<file path="config.mk">
export PLATFORM = sky130hd
export DESIGN_NAME = map_scanner
export DESIGN_NICKNAME = d
export VERILOG_FILES = /design/src/rtl/map_pkg.sv /design/src/rtl/map_row_timer.sv /design/src/rtl/map_scanner.sv
export SDC_FILE = /design/constraint.sdc
export NUM_CORES = 1
export LEC_CHECK = 0
export CAP_MARGIN = 20
export CORE_MARGIN = 5
export CORE_UTILIZATION = 45
export CTS_CLUSTER_SIZE = 10
export DETAILED_ROUTE_END_ITERATION = 8
export PLACE_DENSITY = 0.69
export SKIP_LAST_GASP = 1
export SYNTH_ARGS = -nofsm -noshare
export SYNTH_HDL_FRONTEND = slang
export SYNTH_SLANG_ARGS = --single-unit
</file>
<file path="constraint.sdc">
create_clock -name i_clk -period 2.8 [get_ports i_clk]
set_input_delay 0.56 -clock i_clk [delete_from_list [all_inputs] [get_ports i_clk]]
set_output_delay 0.56 -clock i_clk [all_outputs]
set_load 0.03 [all_outputs]
</file>
<file path="src/rtl/map_pkg.sv">
// Shared constants and encodings for the level-map scanner and its row timer.
package map_pkg;
  localparam int MAP_ADDR_W = 6;
  localparam int MAP_ROWS   = 8;
  localparam logic [7:0] ROW_BLANK = 8'hFF;

  typedef enum logic [1:0] {
    ST_IDLE  = 2'd0,
    ST_FETCH = 2'd1,
    ST_SHOW  = 2'd2
  } scan_state_t;

  typedef enum logic [1:0] {
    PEND_NONE = 2'd0,
    PEND_UP   = 2'd1,
    PEND_DN   = 2'd2
  } scroll_pend_t;

  function automatic logic [7:0] player_mask(input logic [2:0] x);
    return 8'h80 >> x;
  endfunction
endpackage

</file>
<file path="src/rtl/map_row_timer.sv">
// Row hold timer: loads ROW_HOLD-1 while fetching, counts down while showing,
// o_done is high on the last cycle a row stays lit.
module map_row_timer #(
  parameter int ROW_HOLD = 1000
) (
  input  logic i_clk,
  input  logic i_rst_n,
  input  logic i_load,
  input  logic i_run,
  output logic o_done
);
  localparam int CW = (ROW_HOLD > 1) ? $clog2(ROW_HOLD) : 1;

  logic [CW-1:0] r_cnt;

  always_ff @(posedge i_clk or negedge i_rst_n) begin
    if (!i_rst_n) begin
      r_cnt <= '0;
    end else if (i_load) begin
      r_cnt <= CW'(ROW_HOLD - 1);
    end else if (i_run && (r_cnt != '0)) begin
      r_cnt <= r_cnt - CW'(1);
    end
  end

  assign o_done = i_run && (r_cnt == '0);
endmodule

</file>
<file path="src/rtl/map_scanner.sv">
// Level-map ROM reader and 8x8 LED matrix row scanner with frame-synchronous vertical scroll.
// Optional player overlay dot enabled by `define MAP_PLAYER_OVERLAY_EN.
module map_scanner
  import map_pkg::*;
#(
  parameter int ROW_HOLD = 1000,
  parameter int ADDR_W   = MAP_ADDR_W,
  parameter int ROWS     = MAP_ROWS
) (
  input  logic              i_clk,
  input  logic              i_rst_n,
  input  logic              i_en,
  input  logic              i_scroll_up,
  input  logic              i_scroll_dn,
  output logic [ADDR_W-1:0] o_map_addr,
  input  logic [7:0]        i_map_data,
  output logic [ROWS-1:0]   o_row_sel,
  output logic [7:0]        o_col_data,
  output logic [ADDR_W-1:0] o_base_addr,
`ifdef MAP_PLAYER_OVERLAY_EN
  input  logic [2:0]        i_player_x,
  input  logic [2:0]        i_player_y,
`endif
  output logic              o_frame_done
);
  localparam int RIW = (ROWS > 1) ? $clog2(ROWS) : 1;
  localparam logic [ROWS-1:0] BLANK = ROWS'(ROW_BLANK);

  scan_state_t       r_state;
  scroll_pend_t      r_pend;
  logic [RIW-1:0]    r_row_idx;
  logic [ADDR_W-1:0] r_base;
  logic [ADDR_W-1:0] r_map_addr;
  logic [ROWS-1:0]   r_row_sel;
  logic [7:0]        r_col_data;
  logic              r_frame_done;

  logic              w_hold_done;
  logic              w_last_row;
  logic              w_apply;
  logic [RIW-1:0]    w_row_inc;
  logic [ADDR_W-1:0] w_base_nxt;
  logic [ADDR_W-1:0] w_next_addr;
  logic [ROWS-1:0]   w_row_on;
  logic [7:0]        w_col_nxt;
  scroll_pend_t      w_pend_nxt;

  map_row_timer #(.ROW_HOLD(ROW_HOLD)) u_timer (
    .i_clk   (i_clk),
    .i_rst_n (i_rst_n),
    .i_load  (r_state == ST_FETCH),
    .i_run   (r_state == ST_SHOW),
    .o_done  (w_hold_done)
  );

  assign w_last_row  = (r_row_idx == RIW'(ROWS - 1));
  assign w_apply     = i_en && (r_state == ST_SHOW) && w_hold_done && w_last_row;
  assign w_row_inc   = r_row_idx + RIW'(1);
  assign w_next_addr = r_base + ADDR_W'(w_row_inc);
  assign w_row_on    = ~(ROWS'(1) << r_row_idx);

  always_comb begin
    w_base_nxt = r_base;
    case (r_pend)
      PEND_UP: w_base_nxt = r_base + ADDR_W'(1);
      PEND_DN: w_base_nxt = r_base - ADDR_W'(1);
      default: w_base_nxt = r_base;
    endcase
  end

  // A request landing on the apply edge survives into the next frame.
  always_comb begin
    w_pend_nxt = w_apply ? PEND_NONE : r_pend;
    if (i_scroll_up && !i_scroll_dn) begin
      w_pend_nxt = PEND_UP;
    end else if (i_scroll_dn && !i_scroll_up) begin
      w_pend_nxt = PEND_DN;
    end
  end

  always_comb begin
    w_col_nxt = i_map_data;
`ifdef MAP_PLAYER_OVERLAY_EN
    if (3'(r_row_idx) == i_player_y) begin
      w_col_nxt = i_map_data | player_mask(i_player_x);
    end
`endif
  end

  always_ff @(posedge i_clk or negedge i_rst_n) begin
    if (!i_rst_n) begin
      r_state      <= ST_IDLE;
      r_pend       <= PEND_NONE;
      r_row_idx    <= '0;
      r_base       <= '0;
      r_map_addr   <= '0;
      r_row_sel    <= BLANK;
      r_col_data   <= '0;
      r_frame_done <= 1'b0;
    end else begin
      r_frame_done <= 1'b0;
      r_pend       <= w_pend_nxt;
      if (!i_en) begin
        r_state    <= ST_IDLE;
        r_row_idx  <= '0;
        r_map_addr <= r_base;
        r_row_sel  <= BLANK;
        r_col_data <= '0;
      end else begin
        case (r_state)
          ST_IDLE: begin
            r_state    <= ST_FETCH;
            r_row_idx  <= '0;
            r_map_addr <= r_base;
          end
          ST_FETCH: begin
            r_state    <= ST_SHOW;
            r_row_sel  <= w_row_on;
            r_col_data <= w_col_nxt;
          end
          ST_SHOW: begin
            if (w_hold_done) begin
              // Row lines blank for the fetch cycle so the next row never ghosts.
              r_state    <= ST_FETCH;
              r_row_sel  <= BLANK;
              r_col_data <= '0;
              if (w_last_row) begin
                r_row_idx    <= '0;
                r_base       <= w_base_nxt;
                r_map_addr   <= w_base_nxt;
                r_frame_done <= 1'b1;
              end else begin
                r_row_idx  <= w_row_inc;
                r_map_addr <= w_next_addr;
              end
            end
          end
          default: begin
            r_state   <= ST_IDLE;
            r_row_sel <= BLANK;
          end
        endcase
      end
    end
  end

  assign o_map_addr   = r_map_addr;
  assign o_row_sel    = r_row_sel;
  assign o_col_data   = r_col_data;
  assign o_base_addr  = r_base;
  assign o_frame_done = r_frame_done;
endmodule

</file>
Word level (Yosys, flattened, before mapping)
Index checks and enable logic that the tools add are counted.

storage, ports and cells
  bits of input ports = 13
  output and inout bits = 29
  flip-flop bits (word level) = 46
  logic and storage cells = 70

operators by class
  equal/unequal tests = 9
  mux-type cells = 27
  bitwise logic cells = 1
  reductions and logical operators = 18
  shift-type cells = 1
  add/subtract/negate cells = 5

operators by type and width
  cell                     count
  $mux W8                  4
  $pmux W6 S2              2
  $pmux W8 S3              1
  $mux W10                 2
  $mux W6                  3
  $pmux W8 S2              1
  $logic_not A10 Y1        1
  $mux W2                  5
  $reduce_bool A10 Y1      1
  $sub A10 B1 Y10 const B  1
  $mux W3                  3
  $not A8 Y8               1
  $shl A1 B3 Y8 const A    1
  $logic_and A1 B1 Y1      7
  $add A6 B1 Y6 const B    1
  $add A6 B3 Y6            1
  $ne A3 B1 Y1 const B     2
  $pmux W2 S3              1
  $pmux W3 S2              1
  $reduce_and A2 Y1        3
  $sub A6 B1 Y6 const B    1
  $eq A2 B1 Y1 const B     2
  $eq A2 B2 Y1 const B     2
  $mux W1                  4
  9 further kinds          10

Longest topological paths before layout
Gate-level depths: netlist of run 1.

  word-level depth = 7
  mapped depth = 11
  mapped depth without buffers = 10

By module
From an unflattened synthesis of run 1, not the netlist that was laid out.

unflattened totals
  cells, all modules = 295
  area total of the unflattened synthesis = 2770.2 µm²

modules (own cells, without submodules)
  module         cells an instance  times used  sequential area each (µm²)  area each (µm²)
  map_scanner    234                1           910.9                       2165.8
  map_row_timer  61                 1           250.2                       604.3

Worst setup path after synthesis of run 1
No wires, ideal clock.

  path type = register to register
  start point = register r_base[1], in the netlist o_base_addr[1]
  end point = register r_map_addr[4], in the netlist o_map_addr[4]
  setup time = 82 ps
  cell stages (with the launch flop) = 10
  arrival time = 2350 ps
  required time = 2718 ps
  buffers on the path = 1
  period minus slack after synthesis = 2432 ps
  setup slack = 368 ps
  cells stage by stage = dfrtp_1 -> clkbuf_1 -> xor2_1 -> ha_1 -> nor3b_1 -> a2111oi_0 -> or2_2 -> a31oi_1 -> or3_1 -> a31oi_1

between the ends
  word-level cells in the longest chain between the ends = 6
  elaborated cells between the ends (all ways) = 8
  classes of those cells = add/sub: 3; mux: 5

RTL lines
  what                                                   line                                  source
  from (decl)                                            map_scanner.sv:32                     logic [ADDR_W-1:0] r_base;
  from (signal assigned)                                 map_scanner.sv:129                    r_base <= w_base_nxt;
  $sub A6 B1 Y6 / $add A6 B1 Y6 (equally long branches)  map_scanner.sv:66, map_scanner.sv:65
  $pmux W6 S2                                            map_scanner.sv:64                     case (r_pend)
  $mux W6 *                                              map_scanner.sv:127                    if (w_last_row) begin
  $mux W6 *                                              map_scanner.sv:122                    if (w_hold_done) begin
  $pmux W6 S2 *                                          map_scanner.sv:110                    case (r_state)
  $mux W6 *                                              map_scanner.sv:103                    if (!i_en) begin
  to (signal assigned)                                   map_scanner.sv:106                    r_map_addr <= r_base;
  to (signal assigned)                                   map_scanner.sv:114                    r_map_addr <= r_base;
  to (signal assigned)                                   map_scanner.sv:130                    r_map_addr <= w_base_nxt;
  to (decl)                                              map_scanner.sv:33                     logic [ADDR_W-1:0] r_map_addr;

Mark *: on every way between the ends. The rest lies on a longest branch, timed or not. The select of a mux whose other input is x is not followed.
A chain may end at the register's enable or synchronous reset.

Worst setup path in the final report of run 1
  start point = register r_pend[1]
  end point = register r_map_addr[4], in the netlist o_map_addr[4]

between the ends
  word-level cells in the longest chain between the ends = 6
  elaborated cells between the ends (all ways) = 7
  classes of those cells = eq/ne: 2; mux: 5

RTL lines
  what                                                 line                source
  from (decl)                                          map_scanner.sv:30   scroll_pend_t r_pend;
  from (signal assigned)                               map_scanner.sv:102  r_pend <= w_pend_nxt;
  $eq A2 B2 Y1 / $eq A2 B1 Y1 (equally long branches)  map_scanner.sv:64
  $pmux W6 S2 *                                        map_scanner.sv:64
  $mux W6 *                                            map_scanner.sv:127
  $mux W6 *                                            map_scanner.sv:122
  $pmux W6 S2 *                                        map_scanner.sv:110
  $mux W6 *                                            map_scanner.sv:103

Marked as above.

==> results of run 1 <==
worst max-delay path, cell delays in order, from the launching register on:
cell and delay, ps:
dfrtp_1 400, ha_1 210, xor2_1 160, ha_1 220, nor3b_1 140, a2111oi_0 340
or2_2 180, a31oi_1 80, or3_1 320, a31oi_1 170
cell type report:
cell class | instances | area, um^2
fillers | 503 | 2420
multi-input cells | 197 | 1340
flip-flops and latches | 46 | 1160
repair buffers | 47 | 450
well taps | 72 | 90.1
clock buffers | 6 | 72.6
inverters | 9 | 33.8
clock inverters | 2 | 10.0
layer usage:
metal  vias up  GRT usage
li1       1035          -
met1       994      0.220
met2        48      0.258
met3         8     0.0355
met4         0     0.0460
met5         -          0
sequential cells by signal, summed over array words and instances, names as in the netlist:
signal         cells
r_row_idx          3
o_map_addr         6
u_timer.r_cnt     10
r_pend             2
o_row_sel          8
o_base_addr        6
o_frame_done       1
r_state            2
o_col_data         8
synthesized netlist by cell type (4+ instances only):
cell / n / area [um^2]
nor2b_1: 5 / 31.3
inv_1: 9 / 33.8
and3_1: 5 / 31.3
dfstp_2: 8 / 210
a21oi_1: 26 / 130
ha_1: 14 / 175
xor2_1: 7 / 61.3
nor3b_1: 4 / 30.0
a31oi_1: 7 / 43.8
clkbuf_1: 10 / 37.5
xnor2_1: 8 / 70.1
dfrtp_1: 38 / 951
nand2_1: 17 / 63.8
nand3_1: 7 / 35.0
o221ai_1: 8 / 70.1
nor3_1: 5 / 25.0
nor2_1: 30 / 113
o21ai_0: 8 / 40.0
worst paths after layout:
kind,start,cells past startpoint,slack (ps),end
worst min register to register,u_timer.r_cnt[0]$_DFFE_PN0P_,1,500,u_timer.r_cnt[0]$_DFFE_PN0P_
min in group i_clk,u_timer.r_cnt[0]$_DFFE_PN0P_,1,500,u_timer.r_cnt[0]$_DFFE_PN0P_
worst max-delay path,r_pend[1]$_DFFE_PN0P_,9,480,o_map_addr[4]$_DFFE_PN0P_
max in group asynchronous,i_rst_n,2,1680,o_row_sel[2]$_DFFE_PN1P_
worst min-delay path,i_rst_n,1,390,u_timer.r_cnt[5]$_DFFE_PN0P_
worst max register to register,r_pend[1]$_DFFE_PN0P_,9,480,o_map_addr[4]$_DFFE_PN0P_
power by group:
part | internal [mW] | switching [mW]
sequential | 0.708 | 0.0377
clock | 0.173 | 0.213
combinational | 0.132 | 0.192
metrics by stage:
step	instance area [um^2]	total power, mW
floorplan	2600	0.959
finish	3160	1.45
CTS	3160	1.47
global placement	3070	1.08
detailed placement	3070	1.08
global route	3160	1.54
cell families after synthesis:
logic type / share of synthesized area
and+or+nand+nor: 0.183
AOI/OAI and AO/OA: 0.190
DFF: 0.447
buffers and inverters: 0.0376
adders and majority gates: 0.0790
xor gates and xnor gates: 0.0506
muxes: 0.0125
==> flow_summary.json, run 1 <==
{
  "grt.overflow.total": 0,
  "nets": 334,
  "power.density_nw_per_um2": 461,
  "fp.dieArea_um2": 7390,
  "place_hpwl_mm": 4.05,
  "start_util": 0.466,
  "cts.clk_slew.worst_paths_ps": 90,
  "antenna_cells": 0,
  "die_w_um": 86.0,
  "antenna_found_initial": 0,
  "num_rows": 27,
  "endpoint_kind": "flip-flop",
  "final_cell_count_no_fill": 379,
  "ys_seq_elements": 46,
  "setup_violations": 0,
  "die_height_um": 86.0,
  "synth_edf_count": 0,
  "yosysWarnings": 0,
  "cts_setup_buffers": 0,
  "cts_buffers": 5,
  "drv_cap": 0,
  "worstMarginPinSlew_ps": 909,
  "syn_area_um2": 2600,
  "postRouteAntennaNets": 0,
  "layout_commonest_cell": "clkdlybuf4s50_1",
  "clock.fmax_mhz": 431,
  "met3_length_um": 300,
  "layout_common_cells": "clkdlybuf4s50_1 (40), dfrtp_1 (38), nor2_1 (30)",
  "syn_area_per_cell_um2": 9.73,
  "wire_per_inst_um": 14.8,
  "wl_met1_mm": 2.63,
  "cts_buffer_depth": 2,
  "setup_tns_ps": 0,
  "cts_sinks": 46,
  "grt_pass1_wl_mm": 9.80,
  "period_minus_slack_ps": 2320,
  "num_vias": 2085,
  "top_layer": "met4",
  "finalWirelength_mm": 5.60,
  "ys.flop_type": "dfrtp_1",
  "fin_ws_ps": 480,
  "crit_required_ps": 3010,
  "hold_ws_ps": 388,
  "grt_usage": 0.162,
  "relSlewSlack": 0.394,
  "synth_seq_area_share": 0.447,
  "clockRootBuffer": "clkbuf_8",
  "synthArstFlopShare": 1.00,
  "cts_tree": "built",
  "ys_types": 56,
  "core_um2": 5570,
  "ctsResizeCount": 0,
  "gp_congestion": 0.840,
  "setup.worst_path.class": "flip-flop to flip-flop",
  "met2_length_mm": 2.58,
  "fin_util": 0.566,
  "dr.pass1.iters": 4,
  "io_pins": 42,
  "cts.htree.levels": 2,
  "mappedNetlistNets": 295,
  "worstPathArrival_ps": 2530,
  "status": "completed",
  "cts_hold_buf": 0,
  "drc": 0,
  "finalCritPeriodShare": 0.829,
  "hold_path_class": "primary input to asynchronous set/reset pin",
  "post-place-ws_ps": 404,
  "clk_latency_ps": 290,
  "syn_to_final_growth_pct": 21.5,
  "startpoint_type": "flip-flop",
  "grt_start_max_net_pins": 42,
  "grt_pass1_vias": 2028,
  "p_leak_nw": 1.34,
  "vias_per_cell": 5.50,
  "path_max_fanout": 4,
  "dr.first_iter.drc_count": 74,
  "drive_gt1_frac": 0.114,
  "hold_viol": 0,
  "finClkSkew_ps": 7.53,
  "io_buffers": 41,
  "vdd_ir_drop_max_v": 0.000205,
  "slew_violations": 0,
  "dpl.cell_count": 371,
  "postSynthCellCount": 267,
  "rsz0062_at_grt": "no"
}
(Power assumes the default switching activity.)
==> inputs of run 2 (changes only) <==
--- a/config.mk
+++ b/config.mk
@@ -10,7 +10,7 @@
 export CORE_UTILIZATION = 45
 export CTS_CLUSTER_SIZE = 10
 export DETAILED_ROUTE_END_ITERATION = 8
-export PLACE_DENSITY = 0.69
+export PLACE_DENSITY = 0.72
 export SKIP_LAST_GASP = 1
 export SYNTH_ARGS = -nofsm -noshare
 export SYNTH_HDL_FRONTEND = slang
==> constraint.sdc (replaced) <==
create_clock -name i_clk -period 2 [get_ports i_clk]
set_input_delay 0.4 -clock i_clk [delete_from_list [all_inputs] [get_ports i_clk]]
set_output_delay 0.4 -clock i_clk [all_outputs]
set_load 0.03 [all_outputs]
==> run 2 against run 1 <==
The flow now finishes with violations (negative setup slack); combinational power increased by 71%; sequential cell count unchanged; wire length increased by 9.3%; worst hold slack got worse by 340 ps; register-to-register slack got worse by 620 ps; worst setup slack got worse by 620 ps; die area unchanged; clock skew decreased by 3.4 ps; cell area increased by 13%; critical path type unchanged; largest power group unchanged.
==> flow_summary.json, run 2 (synthesis results as in run 1) <==
{
  "die_w_um": 86.0,
  "clk_latency_ps": 300,
  "grt_pass1_wl_mm": 10.5,
  "critical_path_buf_inv_count": 0,
  "power.density_nw_per_um2": 628,
  "reg2reg_from": "r_pend[1]$_DFFE_PN0P_",
  "gp_congestion": 0.833,
  "rrSetupSlack_ps": -140,
  "fin_util": 0.638,
  "fin_ws_ps": -135,
  "io_buffers": 41,
  "final_cell_area_um2": 3560,
  "antenna_found_initial": 0,
  "grt_pass1_vias": 2215,
  "clock.fmax_mhz": 468,
  "num_rows": 27,
  "start_util": 0.466,
  "hold_viol": 0,
  "crit_required_ps": 2230,
  "syn_to_final_growth_pct": 36.9,
  "worstPathArrival_ps": 2360,
  "r2r_cells": 9,
  "grt_start_max_net_pins": 24,
  "setup_violations": 1,
  "finalPower_mw": 2.23,
  "vdd_ir_drop_max_v": 0.000289,
  "path_max_fanout": 3,
  "path_cells": "ha_4, xor2_1, ha_2, nor3b_2, a2111oi_2, or2_2, a31oi_1, or3_1, a31oi_1",
  "grt.overflow.total": 0,
  "cts_sinks": 46,
  "relSlewSlack": 0.679,
  "r2r_end": "o_map_addr[4]$_DFFE_PN0P_",
  "startpoint_type": "flip-flop",
  "finalWirelength_mm": 6.12,
  "crit_path_start": "r_pend[1]$_DFFE_PN0P_",
  "endpoint_kind": "flip-flop",
  "antenna_cells": 0,
  "violations": "negative setup slack",
  "layout_common_cells": "buf_4 (42), dfrtp_1 (36), clkdlybuf4s50_1 (35)",
  "hold_path_class": "primary input to asynchronous set/reset pin",
  "p_leak_nw": 1.61,
  "cts_buffers": 5,
  "nets": 370,
  "io_pins": 42,
  "worstMarginPinSlew_ps": 482,
  "dr.pass1.iters": 6,
  "cts_tree": "built",
  "vias_per_cell": 5.40,
  "postRouteAntennaNets": 0,
  "status": "finished with violations",
  "cts.htree.levels": 2,
  "period_minus_slack_ps": 2140,
  "grt_usage": 0.175,
  "largest_reg_flops": 10,
  "finalCritPeriodShare": 1.07,
  "top_register": "u_timer.r_cnt",
  "path_common_cell": "a31oi_1",
  "num_vias": 2239,
  "drc": 0,
  "drive_gt1_frac": 0.268,
  "cpPeakStageDelay_ps": 420,
  "die_height_um": 86.0,
  "hold_ws_ps": 43.6,
  "dr.first_iter.drc_count": 81,
  "rsz0062_at_grt": "yes",
  "cpMaxStageDelayCell": "dfrtp_1",
  "cts_hold_buf": 0,
  "cts.clk_slew.worst_paths_ps": 90,
  "slew_violations": 0,
  "cts_buffer_depth": 2,
  "drv_cap": 0,
  "placed_cell_area_um2": 3350,
  "clockRootBuffer": "clkbuf_8",
  "fp.dieArea_um2": 7390,
  "place_hpwl_mm": 4.51,
  "core_um2": 5570,
  "setup.worst_path.class": "flip-flop to flip-flop",
  "layout_commonest_cell": "buf_4",
  "wire_per_inst_um": 14.7,
  "finClkSkew_ps": 4.10,
  "cp_top_family": "simple AND/OR/NAND/NOR gates"
}
[run 2: cell count changes in the layout (fill, tap and decap cells not counted), sizes merged]
cell	before	now
dlygate4sd2	0	1
buf	7	43
dlymetal6s2s	0	4
clkdlybuf4s50	40	35
[run 2: routing by layer]
layer / wire length [um] / global-route usage / vias up
met1: 2810 / 0.231 / 1068
met2: 2880 / 0.287 / 50
met5: 0 / 0 / -
met3: 317 / 0.0346 / 9
li1: - / - / 1112
met4: 101 / 0.0604 / 0
[run 2: cell type report]
cell class,instances,area (um^2)
clock buffer,6,93.8
inverter,9,33.8
sequential,46,1160
fill,486,2020
multi-input combinational,197,1440
timing repair buffer,83,729
clock inverter,2,10.0
tap,72,90.1
[run 2: metrics by stage]
stage / setup TNS [ps] / setup slack (ps) / instances
5_1_grt: -342 / -245 / 415
6_report: -135 / -135 / 415
2_1_floorplan: -161 / -161 / 267
3_3_place_gp: -490 / -96.3 / 405
3_5_place_dp: -677 / -136 / 405
4_1_cts: -160 / -138 / 414
[run 2: power by group]
part	switching, mW	total, mW	internal, mW
combinational	0.298	0.551	0.253
sequential	0.0447	1.04	0.991
clock	0.328	0.646	0.318
total	0.671	2.23	1.56
[run 2: worst max-delay path by stage]
stage	to	slack [ps]	depth (start not counted)
2_1_floorplan	o_map_addr[4]$_DFFE_PN0P_	-160	11
3_3_place_gp	o_base_addr[3]$_DFFE_PN0P_	-100	5
3_5_place_dp	o_map_addr[4]$_DFFE_PN0P_	-140	10
4_1_cts	o_map_addr[4]$_DFFE_PN0P_	-140	10
5_1_grt	o_map_addr[4]$_DFFE_PN0P_	-250	9
6_report	o_map_addr[4]$_DFFE_PN0P_	-140	9
[run 2: what timing repair did]
| item | 4_1_cts | 5_1_grt |
|---|---|---|
| setup endpoints to repair | 6 | 12 |
| pin swaps | 2 | 4 |
| gates resized for setup | 9 | 15 |
| buffers inserted | 1 | 1 |
==> inputs of run 3 (changes only) <==
--- a/config.mk
+++ b/config.mk
@@ -5,7 +5,6 @@
 export SDC_FILE = /design/constraint.sdc
 export NUM_CORES = 1
 export LEC_CHECK = 0
-export CAP_MARGIN = 20
 export CORE_MARGIN = 5
 export CORE_UTILIZATION = 45
 export CTS_CLUSTER_SIZE = 10
==> results of run 3 <==
The final DEF is identical to that of run 2; final timing and power are the same.
